$ cat config.mk
export PLATFORM = sky130hd
export DESIGN_NAME = param_bank_control
export DESIGN_NICKNAME = d
export VERILOG_FILES = /design/src/rtl/param_bank_control.sv
export SDC_FILE = /design/constraint.sdc
export NUM_CORES = 1
export LEC_CHECK = 0
export BUFFER_PORTS_ARGS = -buffer_cell sky130_fd_sc_hd__buf_2
export CAP_MARGIN = 10
export CORE_UTILIZATION = 25
export DETAILED_ROUTE_END_ITERATION = 10
export GPL_TIMING_DRIVEN = 0
export PLACE_DENSITY = 0.37
export SYNTH_ARGS = -nofsm -noshare
export SYNTH_HDL_FRONTEND = slang
export SYNTH_SLANG_ARGS = --single-unit
$ cat constraint.sdc
create_clock -name i_CLK -period 7.1 [get_ports i_CLK]
set_input_delay 0.355 -clock i_CLK [delete_from_list [all_inputs] [get_ports i_CLK]]
set_output_delay 0.355 -clock i_CLK [all_outputs]
set_load 0.01 [all_outputs]
$ cat src/rtl/param_bank_control.sv
// -----------------------------------------------------------------------------
// param_bank_control
//
// Push-button front end for a bank of N_CH bounded integer set-points. Three
// active-low board keys (increment, decrement, channel select) are
// synchronised and debounced. Their press events step the selected channel
// with saturation or advance the selection. A small step FSM owns the
// direction keys. It resolves simultaneous presses and, when
// PARAM_BANK_AUTOREPEAT_EN is defined, auto-repeats a held key after
// HOLD_CYCLES and then every REPEAT_CYCLES.
//
// Configuration macro:
//   PARAM_BANK_AUTOREPEAT_EN  defined   : HOLD/REPEAT states and hold timer present
//                             undefined : a press steps once, then LOCK until release
//
// Ports:
//   i_CLK     in   1            system clock
//   i_RST     in   1            asynchronous active-low reset
//   inc_btn   in   1            increment key, active-low, asynchronous
//   dec_btn   in   1            decrement key, active-low, asynchronous
//   sel_btn   in   1            channel-select key, active-low, asynchronous
//   o_values  out  N_CH*N_BIT   packed channel values, channel k at [k*N_BIT +: N_BIT]
//   o_sel     out  SEL_W        selected channel index
//   o_cur     out  N_BIT        value of the selected channel (combinational)
//   o_upd     out  1            one-cycle pulse per channel register write
//   o_dir     out  1            direction of the last write (1 inc, 0 dec)
// -----------------------------------------------------------------------------
module param_bank_control #(
    parameter int N_CH          = 4,
    parameter int SEL_W         = 2,
    parameter int N_BIT         = 8,
    parameter int INTEGER_STEP  = 1,
    parameter int INTEGER_MIN   = 0,
    parameter int INTEGER_MAX   = 255,
    parameter int INTEGER_RST   = 0,
    parameter int DEB_CYCLES    = 50000,
    parameter int HOLD_CYCLES   = 25000000,
    parameter int REPEAT_CYCLES = 5000000
) (
    input  logic                   i_CLK,
    input  logic                   i_RST,
    input  logic                   inc_btn,
    input  logic                   dec_btn,
    input  logic                   sel_btn,
    output logic [N_CH*N_BIT-1:0]  o_values,
    output logic [SEL_W-1:0]       o_sel,
    output logic [N_BIT-1:0]       o_cur,
    output logic                   o_upd,
    output logic                   o_dir
);

    // Bit positions of the three keys inside the per-key vectors.
    localparam int KEY_INC = 0;
    localparam int KEY_DEC = 1;
    localparam int KEY_SEL = 2;

    localparam int DEB_W = $clog2(DEB_CYCLES + 1);

    // Step FSM encoding.
    localparam logic [1:0] ST_IDLE   = 2'd0;
    localparam logic [1:0] ST_LOCK   = 2'd3;
`ifdef PARAM_BANK_AUTOREPEAT_EN
    localparam logic [1:0] ST_HOLD   = 2'd1;
    localparam logic [1:0] ST_REPEAT = 2'd2;

    localparam int TMR_MAX = (HOLD_CYCLES > REPEAT_CYCLES) ? HOLD_CYCLES : REPEAT_CYCLES;
    localparam int TMR_W   = $clog2(TMR_MAX + 1);
`endif

    // Step arithmetic is done one bit wider than a channel so that an
    // increment past the top of the range cannot wrap before the clamp.
    localparam int              VW     = N_BIT + 1;
    localparam logic [VW-1:0]   STEP_V = VW'(INTEGER_STEP);
    localparam logic [VW-1:0]   MIN_V  = VW'(INTEGER_MIN);
    localparam logic [VW-1:0]   MAX_V  = VW'(INTEGER_MAX);

    // -------------------------------------------------------------------------
    // Synchroniser, debouncer and edge detector for all three keys.
    // -------------------------------------------------------------------------
    logic [2:0]       raw;
    logic [2:0]       sync1;
    logic [2:0]       sync2;
    logic [2:0]       db;
    logic [2:0]       db_prev;
    logic [2:0]       press;
    logic [DEB_W-1:0] deb_cnt [3];

    assign raw = {sel_btn, dec_btn, inc_btn};

    // NOTE: state registers use non-blocking assignments so that every flop
    // samples pre-edge values regardless of statement order.
    always_ff @(posedge i_CLK or negedge i_RST) begin
        if (!i_RST) begin
            sync1   <= '1;
            sync2   <= '1;
            db      <= '1;
            db_prev <= '1;
            press   <= '0;
            for (int k = 0; k < 3; k++) begin
                deb_cnt[k] <= '0;
            end
        end else begin
            sync1   <= raw;
            sync2   <= sync1;
            db_prev <= db;
            // Registered 1->0 transition of the debounced level.
            press   <= db_prev & ~db;
            for (int k = 0; k < 3; k++) begin
                if (sync2[k] == db[k]) begin
                    deb_cnt[k] <= '0;
                end else if (deb_cnt[k] == DEB_W'(DEB_CYCLES)) begin
                    db[k]      <= sync2[k];
                    deb_cnt[k] <= '0;
                end else begin
                    deb_cnt[k] <= deb_cnt[k] + DEB_W'(1);
                end
            end
        end
    end

    logic inc_press;
    logic dec_press;
    logic sel_press;
    logic dir_idle;

    assign inc_press = press[KEY_INC];
    assign dec_press = press[KEY_DEC];
    assign sel_press = press[KEY_SEL];
    // Both direction keys released (debounced).
    assign dir_idle  = db[KEY_INC] & db[KEY_DEC];

    // -------------------------------------------------------------------------
    // Channel bank and saturating step.
    // -------------------------------------------------------------------------
    logic [N_BIT-1:0] vals [N_CH];
    logic [VW-1:0]    cur_w;
    logic [VW-1:0]    inc_sum;
    logic [N_BIT-1:0] inc_val;
    logic [N_BIT-1:0] dec_val;

    assign o_cur   = vals[o_sel];
    assign cur_w   = {1'b0, o_cur};
    assign inc_sum = cur_w + STEP_V;

    always_comb begin
        inc_val = inc_sum[N_BIT-1:0];
        if (inc_sum > MAX_V) begin
            inc_val = MAX_V[N_BIT-1:0];
        end
    end

    always_comb begin
        dec_val = N_BIT'(cur_w - STEP_V);
        if (cur_w < MIN_V + STEP_V) begin
            dec_val = MIN_V[N_BIT-1:0];
        end
    end

    for (genvar k = 0; k < N_CH; k++) begin : g_pack
        assign o_values[k*N_BIT +: N_BIT] = vals[k];
    end

    // -------------------------------------------------------------------------
    // Step FSM.
    // -------------------------------------------------------------------------
    logic [1:0] state;
    logic [1:0] state_n;
    logic       we;
    logic       we_dir;
    logic       sel_adv;
`ifdef PARAM_BANK_AUTOREPEAT_EN
    logic [TMR_W-1:0] tmr;
    logic [TMR_W-1:0] tmr_n;
    logic             owner_dec;
    logic             owner_dec_n;
    logic             owner_released;

    assign owner_released = owner_dec ? db[KEY_DEC] : db[KEY_INC];
`endif

    // NOTE: every signal written below gets a default first, so no path
    // through the block leaves one unassigned and no latch is inferred.
    always_comb begin
        state_n = state;
        we      = 1'b0;
        we_dir  = 1'b1;
        sel_adv = 1'b0;
`ifdef PARAM_BANK_AUTOREPEAT_EN
        tmr_n       = tmr;
        owner_dec_n = owner_dec;
`endif
        if (sel_press) begin
            // Selection wins over any direction press in the same cycle.
            // A key still held must be released before it can step the new
            // channel.
            sel_adv = 1'b1;
            state_n = dir_idle ? ST_IDLE : ST_LOCK;
`ifdef PARAM_BANK_AUTOREPEAT_EN
            tmr_n   = '0;
`endif
        end else begin
            case (state)
                ST_IDLE: begin
                    if (inc_press && dec_press) begin
                        state_n = ST_LOCK;
                    end else if (inc_press || dec_press) begin
                        we     = 1'b1;
                        we_dir = inc_press;
`ifdef PARAM_BANK_AUTOREPEAT_EN
                        owner_dec_n = dec_press;
                        tmr_n       = '0;
                        state_n     = ST_HOLD;
`else
                        state_n = ST_LOCK;
`endif
                    end
                end
`ifdef PARAM_BANK_AUTOREPEAT_EN
                ST_HOLD: begin
                    if (owner_released) begin
                        state_n = ST_IDLE;
                    end else if (tmr == TMR_W'(HOLD_CYCLES - 1)) begin
                        we      = 1'b1;
                        we_dir  = ~owner_dec;
                        tmr_n   = '0;
                        state_n = ST_REPEAT;
                    end else begin
                        tmr_n = tmr + TMR_W'(1);
                    end
                end
                ST_REPEAT: begin
                    if (owner_released) begin
                        state_n = ST_IDLE;
                    end else if (tmr == TMR_W'(REPEAT_CYCLES - 1)) begin
                        we     = 1'b1;
                        we_dir = ~owner_dec;
                        tmr_n  = '0;
                    end else begin
                        tmr_n = tmr + TMR_W'(1);
                    end
                end
`endif
                ST_LOCK: begin
                    if (dir_idle) begin
                        state_n = ST_IDLE;
                    end
                end
                default: begin
                    state_n = ST_IDLE;
                end
            endcase
        end
    end

    // NOTE: the bank is N_CH small flop registers, not a RAM macro, so it is
    // reset along with the rest of the state.
    always_ff @(posedge i_CLK or negedge i_RST) begin
        if (!i_RST) begin
            state <= ST_IDLE;
            o_sel <= '0;
            o_upd <= 1'b0;
            o_dir <= 1'b1;
            for (int k = 0; k < N_CH; k++) begin
                vals[k] <= N_BIT'(INTEGER_RST);
            end
`ifdef PARAM_BANK_AUTOREPEAT_EN
            tmr       <= '0;
            owner_dec <= 1'b0;
`endif
        end else begin
            state <= state_n;
            o_upd <= we;
            if (we) begin
                vals[o_sel] <= we_dir ? inc_val : dec_val;
                o_dir       <= we_dir;
            end
            if (sel_adv) begin
                o_sel <= (o_sel == SEL_W'(N_CH - 1)) ? '0 : o_sel + SEL_W'(1);
            end
`ifdef PARAM_BANK_AUTOREPEAT_EN
            tmr       <= tmr_n;
            owner_dec <= owner_dec_n;
`endif
        end
    end

endmodule

==> impl_results.md, run 1 <==
- Flops & latches, synth: 100
- Mapped Area: 0.00507 mm²
- Post-CTS Setup Repair Bufs: 0
- Worst Hold Path Cells: 1
- Synth unique cells: 52
- Slowest cell on crit path: mux4_2
- DRT iter0 DRCs: 193
- Vias post-DR: 3761
- Buf/Inv on CP: 3
- EDFF count, synth: 0
- Clk_lat worst skew: 350 ps
- Measured slew at the worst slew-check pin: 1080 ps
- DRC violation count after routing: 0
- Clock slew at reported path FFs: 70 ps
- Layout cells sized above 1: 18.7%
- Diodes inserted: 0
- Number of buffer cells added on primary ports: 48
- Crit Path Class: register to register
- Status: finished clean
- Synth Instances: 496
- Pwr Density: 187 mW/mm²
- Worst setup EP type: register
- Worst Hold Class: input port to register
- CTS tree: done
- CTS resizes: 0
- Die Outline Area: 0.0209 mm²
- Rows: 51
- Instance count on the critical path: 10
- Die outline width: 144 µm
- Clock Skew: 7.84 ps
- First-pass DRT Iterations: 4
- Syn avg cell area: 10.2 µm²
- Total CTS buffers: 9
- RD Place Congestion: 0.853
- Critical Path AT: 3660 ps
- Pin count of the biggest net entering global routing: 64
- Final hold viol count: 0
- R2R cell count: 10
- Setup TNS: 0 ps
- Clock tree sinks: 100
- Initial antenna violation count: 0
- Drt via density: 4.55
- Final ANT Viol Nets: 0
- Final setup fails: 0
- Unrepaired setup endpoints after global routing: false
- Final worst slack: 3660 ps
- Total GRT Usage: 12.9%
- Critical-path cell list: buf_6, mux4_2, inv_1, ha_1, or3b_1, buf_2, o31ai_2, o22ai_1, mux2i_1, o21ai_0
- Number of global-route vias before repair: 3816
- Hold Buf Count CTS: 0
- Max Fanout on Critical Path: 9
- Final WL: 12500 µm
- DP Worst Slack: 3660 ps
- Maximum vdd drop: 0.0000945 V
- Final Max Tran Viols: 0
- Height of the die: 144 µm
- CP Data Required Time: 7310 ps
- DR WL/cell: 15.1 µm
- Initial core utilization: 25.8%
- Final Instance Area: 0.00597 mm²
- Total power: 0.00112 W
- Area Overhead vs Synth: 17.6%
- Synth warn: 0
- Final period util: 48.5%
- Slew headroom: 27.8%
- Max-cap viol count: 0
- Fin crit period: 3440 ps
- Most frequent cells in the layout: 87 x dfrtp_1, 53 x buf_2, 48 x nor2_1, 45 x nand2_1, 32 x nand3_1
- Family with the most delay on the worst path: multiplexers
- Nets: 577
- Hpwl dp: 8950 µm
- Sequential area share after synthesis: 49.6%
- Pleak: 2.64 nW
- H-tree depth: 3
- Root buffer cell: clkbuf_16
- Fill count: 2097
- # IOs: 49
- Layout Cells excl Fill: 826
- Top_reg_cell synth: dfrtp_1
- Post-DP Area: 0.00567 mm²
- Mapped Nets: 517
- Grt total ovfl: 0
- Commonest non-fill, non-tap cell in the layout: dfrtp_1
- Core box area: 0.0197 mm²
- First-pass GRT wire length: 20400 µm
- CP max stage delay: 630 ps
- DP Cell Count: 810
- Startpoint Class: register
- Fmax: 290 MHz
- Max clock buf depth: 2
- FFs w/ async S/R, synth: 100%
[worst register-to-register path, cell delays in order (launching register included)]
cell and delay, ps:
dfrtp_1 430, buf_6 220, mux4_2 640, inv_1 180, ha_1 230, or3b_1 340
buf_2 170, o31ai_2 420, o22ai_1 160, mux2i_1 390, o21ai_0 140
[layer usage]
| metal | vias to the layer above | track usage [%] | part of all wire (%) |
|---|---|---|---|
| li1 | 1872 | - | - |
| met1 | 1817 | 17.6 | 50 |
| met2 | 59 | 20.3 | 45 |
| met3 | 13 | 2.48 | 3.5 |
| met4 | 0 | 4.38 | 1.3 |
| met5 | - | 0 | 0 |
[through the flow]
stage	hold WS (ps)	util, %
2_1_floorplan	59.4	-
3_5_place_dp	349	28.8
5_1_grt	83.8	30.4
6_report	102	30.4
4_1_cts	82.0	30.4
3_3_place_gp	348	28.7
[path summary, 6_finish.rpt]
check | start | end | slack (ps)
max | o_sel[0]$_DFFE_PN0P_ | o_values[3]$_DFFE_PN0P_ | 3660
min | sel_btn | sync1[2]$_DFF_PN1_ | 100
min reg2reg | sync1[2]$_DFF_PN1_ | sync2[2]$_DFF_PN1_ | 360
max in group asynchronous | i_RST | db[1]$_DFFE_PN1P_ | 6210
min in group asynchronous | i_RST | o_values[2]$_DFFE_PN0P_ | 110
max reg2reg | o_sel[0]$_DFFE_PN0P_ | o_values[3]$_DFFE_PN0P_ | 3660
[cells in the mapped netlist, types with 3 or more instances]
| cell type | instances | area (µm²) |
|---|---|---|
| nand4_1 | 7 | 43.8 |
| xnor2_1 | 19 | 166 |
| nand3_1 | 32 | 160 |
| nor4b_1 | 5 | 43.8 |
| nor2b_1 | 6 | 37.5 |
| and3_1 | 13 | 81.3 |
| nand2_1 | 45 | 169 |
| mux2_2 | 3 | 33.8 |
| dfstp_2 | 13 | 342 |
| buf_2 | 6 | 30.0 |
| nor3_1 | 8 | 40.0 |
| inv_1 | 23 | 86.3 |
| o221ai_1 | 3 | 26.3 |
| or3_1 | 9 | 56.3 |
| nand2b_1 | 4 | 25.0 |
| o21ai_0 | 28 | 140 |
| mux2i_1 | 11 | 110 |
| o31ai_1 | 8 | 60.1 |
| ha_1 | 16 | 200 |
| and4_1 | 5 | 43.8 |
| o21ai_1 | 11 | 55.1 |
| a21oi_1 | 9 | 45.0 |
| clkbuf_1 | 12 | 45.0 |
| dfrtp_1 | 87 | 2180 |
| nor4_1 | 4 | 25.0 |
| nor2_1 | 48 | 180 |
| mux4_2 | 8 | 180 |
| xor2_1 | 21 | 184 |
[logic make-up after synthesis]
| logic type | after synthesis | synth area share [%] |
|---|---|---|
| simple gates | 202 | 20.6 |
| flops | 100 | 49.6 |
| compound gates | 74 | 9.08 |
| buf+inv | 42 | 3.40 |
| xor+xnor | 40 | 6.91 |
| mux | 22 | 6.39 |
| fa+ha+maj | 16 | 3.95 |
[area by class of cell]
class,instances,area [µm²],area share (%)
clock buffers,9,225,3.78
well taps,265,332,5.56
inverters,23,86.3,1.45
plain buffers,19,86.3,1.45
repair buffers,49,263,4.40
multi-input cells,354,2380,39.9
flip-flops and latches,100,2520,42.2
clock inverters,7,72.6,1.22
[state kept, by name, indices dropped and copies added, names as in the netlist]
| register | count |
|---|---|
| state | 1 |
| sync1 | 3 |
| o_values | 32 |
| o_upd | 1 |
| press | 3 |
| o_dir | 1 |
| sync2 | 3 |
| o_sel | 2 |
| db_prev | 3 |
| db | 3 |
| deb_cnt | 48 |
[where the power goes]
part	leakage, nW	switching, W	internal (W)
Combinational	1.15	0.0000215	0.00000822
Clock	0.142	0.000228	0.000275
Sequential	1.34	0.00000713	0.000577
Total	2.64	0.000257	0.000860
No activity file was read; power rests on OpenSTA's default activity.
==> run 2: changes to the inputs <==
--- a/config.mk
+++ b/config.mk
@@ -10,7 +10,7 @@
 export CORE_UTILIZATION = 25
 export DETAILED_ROUTE_END_ITERATION = 10
 export GPL_TIMING_DRIVEN = 0
-export PLACE_DENSITY = 0.37
+export PLACE_DENSITY = 0.39
 export SYNTH_ARGS = -nofsm -noshare
 export SYNTH_HDL_FRONTEND = slang
 export SYNTH_SLANG_ARGS = --single-unit
==> constraint.sdc (replaced) <==
create_clock -name i_CLK -period 2.8 [get_ports i_CLK]
set_input_delay 0.14 -clock i_CLK [delete_from_list [all_inputs] [get_ports i_CLK]]
set_output_delay 0.14 -clock i_CLK [all_outputs]
set_load 0.01 [all_outputs]
==> impl_results.md, run 2 (synthesized netlist as in run 1, its figures left out) <==
- Status: complete, but fails checks
- Failing checks: negative setup slack
- CP max stage delay: 570 ps
- Worst Hold Class: input port to asynchronous set/reset pin
- Height of the die: 144 µm
- Final Max Tran Viols: 0
- Max FFs per register: 48
- Initial antenna violation count: 0
- Buf/Inv on CP: 3
- Critical Path AT: 3080 ps
- Max Fanout on Critical Path: 7
- Clk_lat worst skew: 350 ps
- Measured slew at the worst slew-check pin: 605 ps
- Number of global-route vias before repair: 3923
- Max-cap viol count: 0
- DRC violation count after routing: 0
- Crit Path Class: register to register
- Most frequent cells in the layout: 86 x dfrtp_1, 50 x buf_2, 46 x nor2_1, 44 x nand2_1, 31 x nand3_1
- Total GRT Usage: 13.2%
- Startpoint Class: register
- Die outline width: 144 µm
- Critical-path cell list: buf_12, mux4_2, inv_2, ha_4, or3b_1, buf_6, o31a_1, a221o_1, a21oi_4, o21ai_1
- H-tree depth: 3
- First-pass GRT wire length: 20800 µm
- Final ANT Viol Nets: 0
- Commonest non-fill, non-tap cell in the layout: dfrtp_1
- Unrepaired setup endpoints after global routing: true
- Setup TNS: -374 ps
- Grt total ovfl: 0
- Initial core utilization: 25.8%
- Clock Skew: 5.87 ps
- Drt via density: 4.66
- Final WL: 12800 µm
- CP Data Required Time: 3020 ps
- Root buffer cell: clkbuf_16
- First-pass DRT Iterations: 4
- Pleak: 2.82 nW
- Fill count: 2080
- Vias post-DR: 3945
- Diodes inserted: 0
- Rows: 51
- Clock tree sinks: 100
- Pwr Density: 450 mW/mm²
- Slowest cell on crit path: mux4_2
- DR WL/cell: 15.1 µm
- Clock slew at reported path FFs: 70 ps
- RD Place Congestion: 0.802
- Pin count of the biggest net entering global routing: 57
- Nets: 597
- Total power: 0.00293 W
- Final period util: 102%
- Final setup fails: 9
- Family with the most delay on the worst path: compound AO/OA/AOI/OAI gates
- Die Outline Area: 0.0209 mm²
- Number of buffer cells added on primary ports: 48
- Fmax: 349 MHz
- Slew headroom: 59.7%
- Maximum vdd drop: 0.000274 V
- DRT iter0 DRCs: 179
- CTS tree: done
- Area Overhead vs Synth: 28.2%
- Hpwl dp: 8940 µm
- Top reg by flops: deb_cnt
- Total CTS buffers: 9
- # IOs: 49
- Final hold viol count: 0
- Max clock buf depth: 2
- Final worst slack: -61.7 ps
- Fin crit period: 2860 ps
- Layout cells sized above 1: 27.0%
- Worst setup EP type: register
- Core box area: 0.0197 mm²
run 2: cell types whose count changed in the layout (fill, tap and decap cells not counted), moves of 4 or more:
cell	delta
buf_4	+13
buf_6	+5
dlygate4sd3_1	+4
mux2i_1	-4
o21ai_0	-8
o21ai_1	+4
o31ai_1	-8
o31ai_4	+8
run 2: worst paths after layout:
path,start,to,slack [ps],depth (start not counted)
max,o_sel[0]$_DFFE_PN0P_,o_values[29]$_DFFE_PN0P_,-60,10
min,i_RST,o_values[10]$_DFFE_PN0P_,340,2
max reg2reg,o_sel[0]$_DFFE_PN0P_,o_values[29]$_DFFE_PN0P_,-60,10
min reg2reg,sync1[1]$_DFF_PN1_,sync2[1]$_DFF_PN1_,360,0
max in group asynchronous,i_RST,sync1[1]$_DFF_PN1_,1710,3
min in group i_CLK,sync1[1]$_DFF_PN1_,sync2[1]$_DFF_PN1_,360,0
run 2: timing repair:
item                                    CTS  global route
buffers inserted                         10             7
hold endpoints to repair                 37             0
endpoints found under the setup margin   32            32
resized for setup                        20            51
pin swaps                                15            16
hold buffers                              4             0
run 2: layer usage:
layer,GRT usage (%),share of wire (%),vias up
met5,0,0,-
met4,4.43,1.4,0
met3,3.77,4.3,15
met2,20.8,47,64
met1,17.3,48,1956
li1,-,-,1910
run 2: area by class of cell:
type / count / area (µm²) / area share [%]
Timing Repair Buffer: 70 / 459 / 7.06
Sequential cell: 100 / 2520 / 38.8
Buffer: 18 / 114 / 1.75
Clock inverter: 5 / 82.6 / 1.27
Clock buffer: 11 / 243 / 3.73
Tap cell: 265 / 332 / 5.10
Multi-Input combinational cell: 354 / 2670 / 41.0
Inverter: 23 / 86.3 / 1.33
run 2: metrics by stage:
stage          instances  instance area, µm²  util [%]  setup slack (ps)  hold WS, ps
3_3_place_gp         809                5660      28.8              -480          249
3_5_place_dp         810                5690      29.0              -506          197
6_report             846                6500      33.1             -61.7          341
2_1_floorplan        496                5090         -              -116         -156
5_1_grt              846                6500      33.1              -135          365
4_1_cts              839                6200      31.5             -82.2          360
run 2: power breakdown:
part / total [W] / leakage [nW] / switching, W / internal, W
Clock: 0.00137 / 0.160 / 0.000555 / 0.000812
Sequential: 0.00148 / 1.34 / 0.0000182 / 0.00146
Combinational: 0.0000803 / 1.32 / 0.0000545 / 0.0000258
==> run 3: changes to the inputs <==
--- a/config.mk
+++ b/config.mk
@@ -5,12 +5,14 @@
 export SDC_FILE = /design/constraint.sdc
 export NUM_CORES = 1
 export LEC_CHECK = 0
+export ABC_AREA = 1
 export BUFFER_PORTS_ARGS = -buffer_cell sky130_fd_sc_hd__buf_2
 export CAP_MARGIN = 10
 export CORE_UTILIZATION = 25
 export DETAILED_ROUTE_END_ITERATION = 10
 export GPL_TIMING_DRIVEN = 0
 export PLACE_DENSITY = 0.39
+export SKIP_CTS_REPAIR_TIMING = 1
 export SYNTH_ARGS = -nofsm -noshare
 export SYNTH_HDL_FRONTEND = slang
 export SYNTH_SLANG_ARGS = --single-unit
==> impl_results.md, run 3 <==
- Synth unique cells: 42
- Worst R2R Setup Slack: 240 ps
- Number of global-route vias before repair: 4178
- Core box area: 0.0204 mm²
- Startpoint Class: register
- Die outline width: 147 µm
- Grt total ovfl: 0
- Crit Path Class: register to register
- Critical path startpoint: o_sel[0]$_DFFE_PN0P_
- DR WL/cell: 13.2 µm
- RD Place Congestion: 0.848
- Clk_lat worst skew: 350 ps
- # IOs: 49
- Layout cells sized above 1: 21.4%
- Synth warn: 0
- Top reg by flops: deb_cnt
- DRC violation count after routing: 0
- Vias post-DR: 4199
- Commonest non-fill, non-tap cell in the layout: nand2_1
- Sequential area share after synthesis: 48.3%
- Nets: 709
- CTS tree: done
- Area Overhead vs Synth: 18.7%
- Largest cells by area after synthesis: dfrtp_1 42%, nand2_1 14%, dfstp_2 6.5%
- Pleak: 3.07 nW
- Largest area contributor in the netlist: dfrtp_1
- Status: finished clean
- Max-cap viol count: 0
- CP endpoint: o_values[27]$_DFFE_PN0P_
- Slew headroom: 52.8%
- Layout Cells excl Fill: 963
- Clock Skew: 5.94 ps
- Total CTS buffers: 9
- Final hold viol count: 0
- Worst setup EP type: register
- Initial antenna violation count: 0
- Worst Hold Class: input port to asynchronous set/reset pin
- Fill count: 2173
- R2R cell count: 20
- EDFF count, synth: 0
- Max FFs per register: 48
- Total power: 0.00290 W
- Count leader, synth: nand2_1
- Root buffer cell: clkbuf_16
- Initial core utilization: 25.6%
- Register area: 0.00252 mm²
- Measured slew at the worst slew-check pin: 706 ps
- DRT iter0 DRCs: 206
- Critical Path AT: 2850 ps
- Pin count of the biggest net entering global routing: 59
- Final setup fails: 0
- CP Data Required Time: 3090 ps
- Diodes inserted: 0
- Top_reg_cell synth: dfrtp_1
- Most frequent cells in the layout: 191 x nand2_1, 86 x dfrtp_1, 56 x inv_1, 56 x nor2_1, 47 x buf_2
- Syn avg cell area: 8.37 µm²
- Synth cell count leaders: 191 x nand2_1, 87 x dfrtp_1, 57 x nor2_1, 56 x inv_1, 38 x nand3_1
- Pwr Density: 469 mW/mm²
- Maximum vdd drop: 0.000316 V
- Total GRT Usage: 12.8%
- Setup TNS: 0 ps
- Synth Instances: 624
- Worst r2r src: o_sel[0]$_DFFE_PN0P_
- Unrepaired setup endpoints after global routing: false
- Flops & latches, synth: 100
- Clock tree sinks: 100
- Fmax: 391 MHz
- Hold slack: 329 ps
- Synth top area share: 41.7%
- First-pass DRT Iterations: 4
- Mapped Nets: 645
- Reg2reg end: o_values[27]$_DFFE_PN0P_
- Fin crit period: 2560 ps
- Multi-input gate area: 0.00238 mm²
- DP Cell Count: 943
- Max clock buf depth: 2
- FFs w/ async S/R, synth: 100%
- Hpwl dp: 9540 µm
- Number of buffer cells added on primary ports: 48
- Die Outline Area: 0.0215 mm²
- H-tree depth: 3
- Rows: 52
- Clock slew at reported path FFs: 70 ps
- Final ANT Viol Nets: 0
- First-pass GRT wire length: 21700 µm
- Final period util: 91.3%
- Final WL: 12700 µm
- Final Max Tran Viols: 0
- Max Fanout on Critical Path: 11
- Mapped Area: 0.00522 mm²
- Height of the die: 147 µm
- Drt via density: 4.36
[run 3: critical path, cell delays in order, from the launching register on]
cell and delay, ps:
dfrtp_2 440, buf_6 160, inv_8 90, buf_8 140, nand2_2 50, nand3_2 90
nand2_4 80, inv_2 120, ha_1 180, inv_1 60, nor2_2 190, nand3_1 100
nand2_1 80, nand2_1 50, nor2_1 120, nand3_2 120, nand3_1 90, nand2_1 70
nand2_2 120, nand2_1 60, nand2_1 80
[run 3: worst min path at each step]
| stage | endpoint | slack [ps] |
|---|---|---|
| 2_1_floorplan | deb_cnt[0]$_DFF_PN0_ | -160 |
| 3_3_place_gp | sync1[1]$_DFF_PN1_ | 250 |
| 3_5_place_dp | deb_cnt[31]$_DFF_PN0_ | 200 |
| 4_1_cts | deb_cnt[31]$_DFF_PN0_ | -190 |
| 5_1_grt | sync2[1]$_DFF_PN1_ | 360 |
| 6_report | deb_cnt[31]$_DFF_PN0_ | 330 |
[run 3: layout make-up]
cell class | instances | area share, %
plain buffers | 6 | 0.909
repair buffers | 53 | 5.01
well taps | 270 | 5.45
clock buffers | 10 | 3.70
inverters | 70 | 4.48
flip-flops and latches | 100 | 40.7
clock inverters | 6 | 1.41
multi-input cells | 448 | 38.4
[run 3: stage by stage]
stage	instance area, µm²	utilization (%)	setup WS [ps]
after global placement	5800	28.5	128
after detailed placement	5830	28.6	163
after global routing	6200	30.4	3.77
final	6200	30.4	243
after CTS	6140	30.2	137
after floorplan	5220	-	551
[run 3: cell families after synthesis]
| logic type | Yosys count | synth area share, % |
|---|---|---|
| flip-flops | 100 | 48.3 |
| buffers and inverters | 76 | 6.35 |
| adder cells (fa/ha/maj) | 16 | 3.84 |
| multiplexers | 3 | 0.647 |
| AO/OA/AOI/OAI | 52 | 5.94 |
| AND/OR/NAND/NOR | 359 | 32.0 |
| XOR/XNOR | 18 | 3.02 |
[run 3: routing by layer]
metal	global-route usage [%]	vias up	share of wire (%)
met4	4.48	0	1.5
li1	-	2119	-
met2	20.7	62	47
met1	16.7	2003	47
met5	0	-	0
met3	2.84	15	4.0
[run 3: report_power, final]
part           internal (W)  leakage, nW  total [W]  switching [W]
Sequential          0.00146         1.34    0.00147      0.0000119
Clock              0.000786        0.157    0.00134       0.000558
Combinational     0.0000271         1.57  0.0000853      0.0000582
